===== src/rtl/ofs_pkg.sv =====
// Shared defaults and types for the operand fetch stage.
// The optional writeback bypass is enabled with the OFS_WB_BYPASS_EN macro.
package ofs_pkg;

   localparam int DEFAULT_DATA_W   = 32;
   localparam int DEFAULT_ADDR_W   = 5;
   localparam int DEFAULT_NUM_REGS = 32;

   // One instruction's worth of state held in the RA/RB pipeline registers.
   // Field widths are fixed to the package defaults.
   typedef struct packed {
      logic [DEFAULT_DATA_W-1:0] ra;
      logic [DEFAULT_DATA_W-1:0] rb;
      logic [DEFAULT_ADDR_W-1:0] rdst;
      logic                      wr;
   } ex_rec_t;

endpackage


===== src/rtl/ofs_scoreboard.sv =====
// Pending-write scoreboard: one bit per register, set when an instruction
// that writes the register issues, cleared when the writeback arrives.
// Reads are combinational.
module ofs_scoreboard
   import ofs_pkg::*;
#(
   parameter int ADDR_W   = DEFAULT_ADDR_W,
   parameter int NUM_REGS = DEFAULT_NUM_REGS
) (
   input  logic                clk,
   input  logic                rst_n,
   input  logic                set_en,
   input  logic [ADDR_W-1:0]   set_addr,
   input  logic                clr_en,
   input  logic [ADDR_W-1:0]   clr_addr,
   input  logic [ADDR_W-1:0]   rd_addr1,
   input  logic [ADDR_W-1:0]   rd_addr2,
   input  logic [ADDR_W-1:0]   rd_addr_dst,
   output logic                rd_pend1,
   output logic                rd_pend2,
   output logic                rd_pend_dst,
   output logic [NUM_REGS-1:0] pending
);

   logic [NUM_REGS-1:0] pending_q;
   logic [NUM_REGS-1:0] pending_d;

   // Clear first, then set, so a new writer to the register being written
   // back in the same cycle keeps its bit.
   always_comb begin
      pending_d = pending_q;
      if (clr_en) begin
         pending_d[clr_addr] = 1'b0;
      end
      if (set_en) begin
         pending_d[set_addr] = 1'b1;
      end
   end

   // Bitmap register.
   always_ff @(posedge clk or negedge rst_n) begin
      if (!rst_n) begin
         pending_q <= '0;
      end else begin
         pending_q <= pending_d;
      end
   end

   assign rd_pend1    = pending_q[rd_addr1];
   assign rd_pend2    = pending_q[rd_addr2];
   assign rd_pend_dst = pending_q[rd_addr_dst];
   assign pending     = pending_q;

endmodule


===== src/rtl/operand_fetch_stage.sv =====
// Operand fetch stage: drives register file read addresses, captures RA/RB
// into the execute pipeline registers, and stalls on RAW/WAW hazards
// tracked by a pending-write scoreboard.
// Define OFS_WB_BYPASS_EN to let a RAW source take the same-cycle
// writeback data instead of waiting a cycle for the register file.
module operand_fetch_stage
   import ofs_pkg::*;
#(
   parameter int DATA_W   = DEFAULT_DATA_W,
   parameter int ADDR_W   = DEFAULT_ADDR_W,
   parameter int NUM_REGS = DEFAULT_NUM_REGS
) (
   input  logic                clk,
   input  logic                rst_n,
   input  logic                id_valid,
   output logic                id_ready,
   input  logic [ADDR_W-1:0]   id_rsrc1,
   input  logic [ADDR_W-1:0]   id_rsrc2,
   input  logic [ADDR_W-1:0]   id_rdst,
   input  logic                id_use1,
   input  logic                id_use2,
   input  logic                id_wr,
   output logic [ADDR_W-1:0]   rf_rsrc1,
   output logic [ADDR_W-1:0]   rf_rsrc2,
   input  logic [DATA_W-1:0]   rf_ra,
   input  logic [DATA_W-1:0]   rf_rb,
   input  logic                wb_rf_write,
   input  logic [ADDR_W-1:0]   wb_rdst,
   input  logic [DATA_W-1:0]   wb_ry,
   output logic                ex_valid,
   input  logic                ex_ready,
   output logic [DATA_W-1:0]   ex_ra,
   output logic [DATA_W-1:0]   ex_rb,
   output logic [ADDR_W-1:0]   ex_rdst,
   output logic                ex_wr,
   output logic [NUM_REGS-1:0] pending
);

`ifdef OFS_WB_BYPASS_EN
   localparam logic BYP = 1'b1;
`else
   localparam logic BYP = 1'b0;
`endif

   logic    ex_valid_q;
   ex_rec_t ex_q;

   logic pend1;
   logic pend2;
   logic pend_dst;
   logic slot_free;
   logic byp1;
   logic byp2;
   logic bypw;
   logic raw1;
   logic raw2;
   logic waw;
   logic issue;

   assign rf_rsrc1 = id_rsrc1;
   assign rf_rsrc2 = id_rsrc2;

   ofs_scoreboard #(
      .ADDR_W   (ADDR_W),
      .NUM_REGS (NUM_REGS)
   ) u_scoreboard (
      .clk         (clk),
      .rst_n       (rst_n),
      .set_en      (issue & id_wr),
      .set_addr    (id_rdst),
      .clr_en      (wb_rf_write),
      .clr_addr    (wb_rdst),
      .rd_addr1    (id_rsrc1),
      .rd_addr2    (id_rsrc2),
      .rd_addr_dst (id_rdst),
      .rd_pend1    (pend1),
      .rd_pend2    (pend2),
      .rd_pend_dst (pend_dst),
      .pending     (pending)
   );

   // Hazard detection and issue decision. A destination match against the
   // writeback in flight always clears WAW, since the bit is being released
   // this edge; sources only escape RAW when bypass is built in.
   always_comb begin
      slot_free = !ex_valid_q | ex_ready;
      byp1      = wb_rf_write & (wb_rdst == id_rsrc1);
      byp2      = wb_rf_write & (wb_rdst == id_rsrc2);
      bypw      = wb_rf_write & (wb_rdst == id_rdst);
      raw1      = id_use1 & pend1 & !(BYP & byp1);
      raw2      = id_use2 & pend2 & !(BYP & byp2);
      waw       = id_wr & pend_dst & !bypw;
      id_ready  = slot_free & !raw1 & !raw2 & !waw;
      issue     = id_valid & id_ready;
   end

   // RA/RB pipeline registers: load on issue, drain when execute consumes,
   // otherwise hold.
   always_ff @(posedge clk or negedge rst_n) begin
      if (!rst_n) begin
         ex_valid_q <= 1'b0;
         ex_q       <= '0;
      end else if (issue) begin
         ex_valid_q <= 1'b1;
         ex_q.ra    <= (BYP & byp1) ? wb_ry : rf_ra;
         ex_q.rb    <= (BYP & byp2) ? wb_ry : rf_rb;
         ex_q.rdst  <= id_rdst;
         ex_q.wr    <= id_wr;
      end else if (ex_ready && ex_valid_q) begin
         ex_valid_q <= 1'b0;
      end
   end

   assign ex_valid = ex_valid_q;
   assign ex_ra    = ex_q.ra;
   assign ex_rb    = ex_q.rb;
   assign ex_rdst  = ex_q.rdst;
   assign ex_wr    = ex_q.wr;

endmodule

===== config.mk =====
export PLATFORM = sky130hd
export DESIGN_NAME = operand_fetch_stage
export DESIGN_NICKNAME = d
export VERILOG_FILES = /design/src/rtl/ofs_pkg.sv /design/src/rtl/ofs_scoreboard.sv /design/src/rtl/operand_fetch_stage.sv
export SDC_FILE = /design/constraint.sdc
export NUM_CORES = 1
export LEC_CHECK = 0
export CAP_MARGIN = 20
export CORE_MARGIN = 8
export CORE_UTILIZATION = 40
export CTS_CLUSTER_SIZE = 25
export DETAILED_ROUTE_END_ITERATION = 6
export PLACE_DENSITY = 0.78
export SETUP_SLACK_MARGIN = 0.4
export SLEW_MARGIN = 40
export SYNTH_ARGS = -nofsm -noshare
export SYNTH_HDL_FRONTEND = slang
export SYNTH_SLANG_ARGS = --single-unit

===== constraint.sdc =====
create_clock -name clk -period 7.37 [get_ports clk]
set_input_delay 2.211 -clock clk [delete_from_list [all_inputs] [get_ports clk]]
set_output_delay 2.211 -clock clk [all_outputs]
set_load 0.01 [all_outputs]

==> out/qor.txt, run 1 <==
Seq/Total Area, Yosys -> 0.494
RD Place Congestion -> 0.930
Most frequent cells after synthesis -> 103 x dfrtp_1, 38 x o21ai_0, 37 x mux2_4, 35 x mux2_2, 32 x o31ai_1
Final min period -> 6.72 ns
Die Y -> 130 µm
Synth top area share -> 0.494
Worst-path cell chain -> clkdlybuf4s50_1 > buf_12 > mux4_2 > mux4_2 > nor2_1 > o22a_1 > and3_1 > clkbuf_2
IO Port Bufs -> 205
First-pass GRT wire length -> 25.9 mm
Hold-fix buffers, CTS -> 0
Slowest-stage cell, CP -> mux4_2
H-tree lvl count -> 3
Worst Hold Class -> reg -> reg
Largest net degree at the start of global routing -> 84
Post-DRT Antenna Nets -> 0
Worst Path Required -> 5.16 ns
Total track usage -> 0.199
RSZ-0062 raised after global routing -> false
Clk buf depth -> 2
Avg Cell Area, Syn -> 13.3 µm²
Clock Skews -> 0.00976 ns
Vias per std cell -> 5.48
Multi-input logic area -> 0.00239 mm²
Layout cells sized above 1 -> 0.217
Cts bufs inserted -> 9
Post-synthesis cell type count -> 35
Remaining global-route overflow -> 0
CTS tree -> built
PD cells -> 253 mW/mm²
Max-Cap Viols -> 0
Routed length per instance -> 21.9 µm
Net count, final -> 710
Final Hold Viols -> 0
Startpoint Class -> primary input
Vias -> 4178
Initial Utilization -> 0.412
Dpl hpwl -> 12.7 mm
FMAX -> 149 MHz
Static Leakage -> 3.21 nW
Area delta synth->final -> 47.5%
Count of pins over their slew limit -> 0
Reg-to-reg slack, setup -> 4.56 ns
Normalized max-slew margin -> 0.507
Io pins -> 238
Critical path peak fanout -> 9
Chip width -> 130 µm
R2r startpoint -> u_scoreboard.pending[15]$_DFF_PN0_
Initial antenna violation count -> 0
Synth Warn # -> 0
Max incr delay on CP -> 0.51 ns
DRC viols -> 0
Setup violations, final -> 0
ANT cells -> 0
Gate Count Post-Synth -> 393
Syn Nets -> 517
Register area -> 0.00258 mm²
Worst-Margin Slew -> 0.740 ns
Detailed Routing Iterations Pass 1 -> 4
CTS resizes -> 2
CP most frequent cell -> mux4_2
Worst skew pair latency -> 0.33 ns
Main flop type after synthesis -> dfrtp_1
Synth area leaders -> dfrtp_1 49%, mux2_4 11%, mux2_2 7.6%
Drt initial violations -> 224
Post-route design area -> 0.00770 mm²
FP Rows -> 41
Worst EP arrival -> 4.51 ns
Final core utilization -> 0.607
Crit. Startpoint -> id_rsrc1[1]
Status -> finished, final reports clean
Total core area -> 0.0127 mm²
WS Path Type -> in -> out
Hold_sp -> ex_rb[14]$_DFFE_PN0P_
Worst setup EP type -> output port
Vias in the first global route -> 4626
Reg clk slew, reported paths -> 0.07 ns
Placed Instance Area -> 0.00738 mm²
Most frequent cell after synthesis -> dfrtp_1
Synth async-reset ratio -> 1.00
Total Die Area -> 0.0170 mm²
Drt total wl -> 16.7 mm
Post-synth EDFFs -> 0
Fin Setup TNS -> 0 ns
Root Driver -> clkbuf_16
Setup bufs post-CTS -> 0
Sink Count -> 103
Leading area contributor after synthesis -> dfrtp_1
Post-Syn Area -> 0.00522 mm²
VDD IR max -> 144 µV
Final critical-path share of the clock period -> 0.911
Seq cells post-synth -> 103
Fill count -> 1027
-- sequential cells by signal, summed over array words and instances, names as in the netlist --
signal,cells
ex_valid,1
ex_rdst,5
ex_wr,1
u_scoreboard.pending,32
ex_rb,32
ex_ra,32
-- cell families after synthesis --
kind of cell,synth area share
DFF,0.494
buffers and inverters,0.0477
xor gates and xnor gates,0.00839
and+or+nand+nor,0.0576
muxes,0.296
AOI/OAI and AO/OA,0.0966
-- layout by cell type, fill, tap and decap left out, types with 3 or more instances in the layout --
cell type,count
nand3_1,8
mux2i_1,21
dfrtp_1,103
nand2b_1,3
mux4_2,17
clkbuf_16,9
nand2_1,10
o21ai_0,38
or3b_2,3
buf_4,14
nor3_1,4
mux2_4,37
mux2_2,35
nand3b_1,8
clkbuf_8,3
clkdlybuf4s50_1,202
o31ai_1,32
xor2_1,4
nor2_1,8
-- critical path: cells and delay by family --
kind	cells	cell delay, ns
multiplexers	2	0.96
buffers and inverters	3	0.80
AND/OR/NAND/NOR	2	0.28
AO/OA/AOI/OAI	1	0.24
-- per-layer routing --
layer  share of wire  vias to the layer above  GRT usage
li1                -                     1851          -
met1            0.38                     2068      0.227
met2            0.47                      233      0.323
met3            0.14                       26     0.0991
met4           0.016                        0     0.0560
met5               0                        -          0
-- layout make-up --
cell class | count | share of cell area
sequential | 103 | 0.335
multi-input combinational | 248 | 0.311
timing repair buffer | 222 | 0.287
clock buffer | 12 | 0.0346
tap | 172 | 0.0280
clock inverter | 4 | 0.00374
inverter | 2 | 0.000975
-- path summary, 6_finish.rpt --
kind | endpoint | cells after the start
min | ex_rb[14]$_DFFE_PN0P_ | 1
min in group asynchronous | ex_ra[10]$_DFFE_PN0P_ | 1
min reg2reg | ex_rb[14]$_DFFE_PN0P_ | 1
max | id_ready | 8
max reg2reg | ex_ra[18]$_DFFE_PN0P_ | 7
max in group asynchronous | ex_ra[6]$_DFFE_PN0P_ | 3
-- per-stage QoR --
stage / power, mW / hold slack (ns) / worst slack (ns) / instances
floorplan: 1.09 / 0.546 / 1.34 / 393
global placement: 1.48 / 0.488 / 0.179 / 746
detailed placement: 1.50 / 0.491 / 0.172 / 746
CTS: 1.97 / 0.508 / 0.451 / 762
global route: 2.05 / 0.522 / 0.521 / 763
finish: 1.94 / 0.505 / 0.653 / 763
-- report_power, final --
| part | switching [mW] | internal, mW |
|---|---|---|
| Sequential | 0.0970 | 0.689 |
| Clock | 0.202 | 0.257 |
| Combinational | 0.268 | 0.431 |
Power figures use the tool's default switching activity.
==> inputs of run 2 (changes only) <==
CORE_ASPECT_RATIO = 0.9   (was unset)
==> out/qor.txt, run 2 (same netlist as run 1, synthesis figures left out) <==
Worst skew pair latency -> 0.34 ns (was 0.33 ns)
Setup violations, final -> 0 (unchanged)
Count of pins over their slew limit -> 0 (unchanged)
Register area -> 0.00258 mm² (unchanged)
Worst Hold Class -> reg -> reg (unchanged)
Worst-path cell chain -> dlygate4sd2_1 > buf_4 > mux4_2 > mux2i_1 > o211a_1 > o22a_1 > and3_1 > clkdlybuf4s50_1 (was clkdlybuf4s50_1 > buf_12 > mux4_2 > mux4_2 > nor2_1 > o22a_1 > and3_1 > clkbuf_2)
Busiest grt layer -> met2 (unchanged)
Startpoint Class -> primary input (unchanged)
Initial Utilization -> 0.410 (was 0.412)
Dpl hpwl -> 12.3 mm (was 12.7 mm)
Post-route insts no fill -> 751 (was 763)
Chip width -> 136 µm (was 130 µm)
Drt initial violations -> 220 (was 224)
Cts bufs inserted -> 9 (unchanged)
Multi-input logic area -> 0.00239 mm² (unchanged)
Reg-to-reg slack, setup -> 4.64 ns (was 4.56 ns)
IO Port Bufs -> 205 (unchanged)
R2r startpoint -> u_scoreboard.pending[15]$_DFF_PN0_ (unchanged)
Max incr delay on CP -> 0.56 ns (was 0.51 ns)
Final critical-path share of the clock period -> 0.921 (was 0.911)
Placed Instance Area -> 0.00732 mm² (was 0.00738 mm²)
FMAX -> 147 MHz (was 149 MHz)
Post-DRT Antenna Nets -> 0 (unchanged)
RSZ-0062 raised after global routing -> false (unchanged)
Fin Setup TNS -> 0 ns (unchanged)
Crit Reg-Reg Endpoint -> ex_ra[9]$_DFFE_PN0P_ (was ex_ra[18]$_DFFE_PN0P_)
Vias per std cell -> 5.56 (was 5.48)
H-tree lvl count -> 3 (unchanged)
Hold WS -> 0.503 ns (was 0.505 ns)
Total Die Area -> 0.0170 mm² (about the same)
Io pins -> 238 (unchanged)
Slowest-stage cell, CP -> clkdlybuf4s50_1 (was mux4_2)
Most frequent cells in the layout -> 195 x clkdlybuf4s50_1, 103 x dfrtp_1, 38 x o21ai_0 (was 202 x clkdlybuf4s50_1, 103 x dfrtp_1, 38 x o21ai_0)
Worst setup EP type -> output port (unchanged)
Critical path peak fanout -> 6 (was 9)
Fin worst setup slack -> 0.585 ns (was 0.653 ns)
Net count, final -> 705 (was 710)
Normalized max-slew margin -> 0.570 (was 0.507)
Pre-CTS setup slack -> 0.160 ns (was 0.172 ns)
Post-route design area -> 0.00762 mm² (was 0.00770 mm²)
Met2 Usage GRT -> 0.299 (was 0.323)
First-pass GRT wire length -> 26.0 mm (was 25.9 mm)
Crit path depth -> 8 (unchanged)
Largest net degree at the start of global routing -> 64 (was 84)
Fill count -> 1025 (was 1027)
Vias in the first global route -> 4627 (was 4626)
Final core utilization -> 0.598 (was 0.607)
Clock Skews -> 0.00857 ns (was 0.00976 ns)
Worst Path Required -> 5.16 ns (about the same)
Worst EP arrival -> 4.57 ns (was 4.51 ns)
PD cells -> 257 mW/mm² (was 253 mW/mm²)
Vias -> 4178 (unchanged)
Setup crit end -> id_ready (unchanged)
GR Layer Usage met1 -> 0.237 (was 0.227)
Detailed Routing Iterations Pass 1 -> 4 (unchanged)
Tot Pwr -> 1.96 mW (was 1.94 mW)
Max-Cap Viols -> 0 (unchanged)
Status -> finished, final reports clean (unchanged)
Total core area -> 0.0127 mm² (about the same)
VDD IR max -> 152 µV (was 144 µV)
WS Path Type -> in -> out (unchanged)
Top delay family on crit path -> buffers and inverters (was multiplexers)
Commonest non-fill, non-tap cell in the layout -> clkdlybuf4s50_1 (unchanged)
Final Hold Viols -> 0 (unchanged)
Met3 Track Usage GR -> 0.0935 (was 0.0991)
Sink Count -> 103 (unchanged)
Root Driver -> clkbuf_16 (unchanged)
FP Rows -> 39 (was 41)
Initial antenna violation count -> 0 (unchanged)
Placed Cells -> 734 (was 746)
Layout cells sized above 1 -> 0.210 (was 0.217)
Reg clk slew, reported paths -> 0.06 ns (was 0.07 ns)
Total track usage -> 0.197 (was 0.199)
WP buf/inv -> 3 (unchanged)
Die Y -> 124 µm (was 130 µm)
Crit. Startpoint -> id_rsrc2[0] (was id_rsrc1[1])
Worst-Margin Slew -> 0.645 ns (was 0.740 ns)
DRC viols -> 0 (unchanged)
Final min period -> 6.78 ns (was 6.72 ns)
RD Place Congestion -> 0.900 (was 0.930)
Area delta synth->final -> 46.0% (was 47.5%)
Cell depth of the worst flop-to-flop path -> 7 (unchanged)
Remaining global-route overflow -> 0 (unchanged)
CTS tree -> built (unchanged)
Drt total wl -> 16.5 mm (was 16.7 mm)
Routed length per instance -> 22.0 µm (was 21.9 µm)
Static Leakage -> 3.20 nW (was 3.21 nW)
Clk buf depth -> 2 (unchanged)
run 2: report_power, final:
group / internal, mW / switching [mW]
logic: 0.426 / 0.263
clock network: 0.264 / 0.212
registers: 0.689 / 0.104
run 2: layout make-up:
class / count / share of cell area
Tap cell: 164 / 0.0269
Inverter: 2 / 0.000985
Timing Repair Buffer: 217 / 0.281
Clock inverter: 7 / 0.00920
Multi-Input combinational cell: 248 / 0.314
Sequential cell: 103 / 0.338
Clock buffer: 9 / 0.0296
Antenna cell: 1 / 0.000328
run 2: metal layers:
metal / vias up / part of all wire
met5: - / 0
met4: 0 / 0.019
met3: 31 / 0.13
met2: 252 / 0.46
met1: 2055 / 0.40
li1: 1840 / -
run 2: what timing repair did:
item,4_1_cts,5_1_grt
hold buffers,0,0
hold endpoints to repair,0,0
resized for setup,7,4
setup buffers,0,0
setup endpoints to repair,1,1
pin swaps,1,1
run 2: how the worst min path moves through the flow:
stage	endpoint	cells past startpoint	slack [ns]	from
after floorplan	ex_valid$_DFFE_PN0P_	2	0.55	ex_valid$_DFFE_PN0P_
after detailed placement	ex_rdst[3]$_DFFE_PN0P_	1	0.49	ex_rdst[3]$_DFFE_PN0P_
after global placement	ex_rb[9]$_DFFE_PN0P_	1	0.49	ex_rb[9]$_DFFE_PN0P_
after CTS	ex_rdst[3]$_DFFE_PN0P_	1	0.51	ex_rdst[3]$_DFFE_PN0P_
final	ex_rdst[3]$_DFFE_PN0P_	1	0.50	ex_rdst[3]$_DFFE_PN0P_
after global routing	ex_rb[17]$_DFFE_PN0P_	1	0.52	ex_rb[17]$_DFFE_PN0P_
run 2: worst reg2reg max path: stages, from the launching register on:
cell	delay, ns
dfrtp_1	0.46
mux4_2	0.49
mux4_2	0.46
nor2_1	0.10
o22a_1	0.21
nand4_1	0.16
buf_6	0.32
mux2_4	0.42
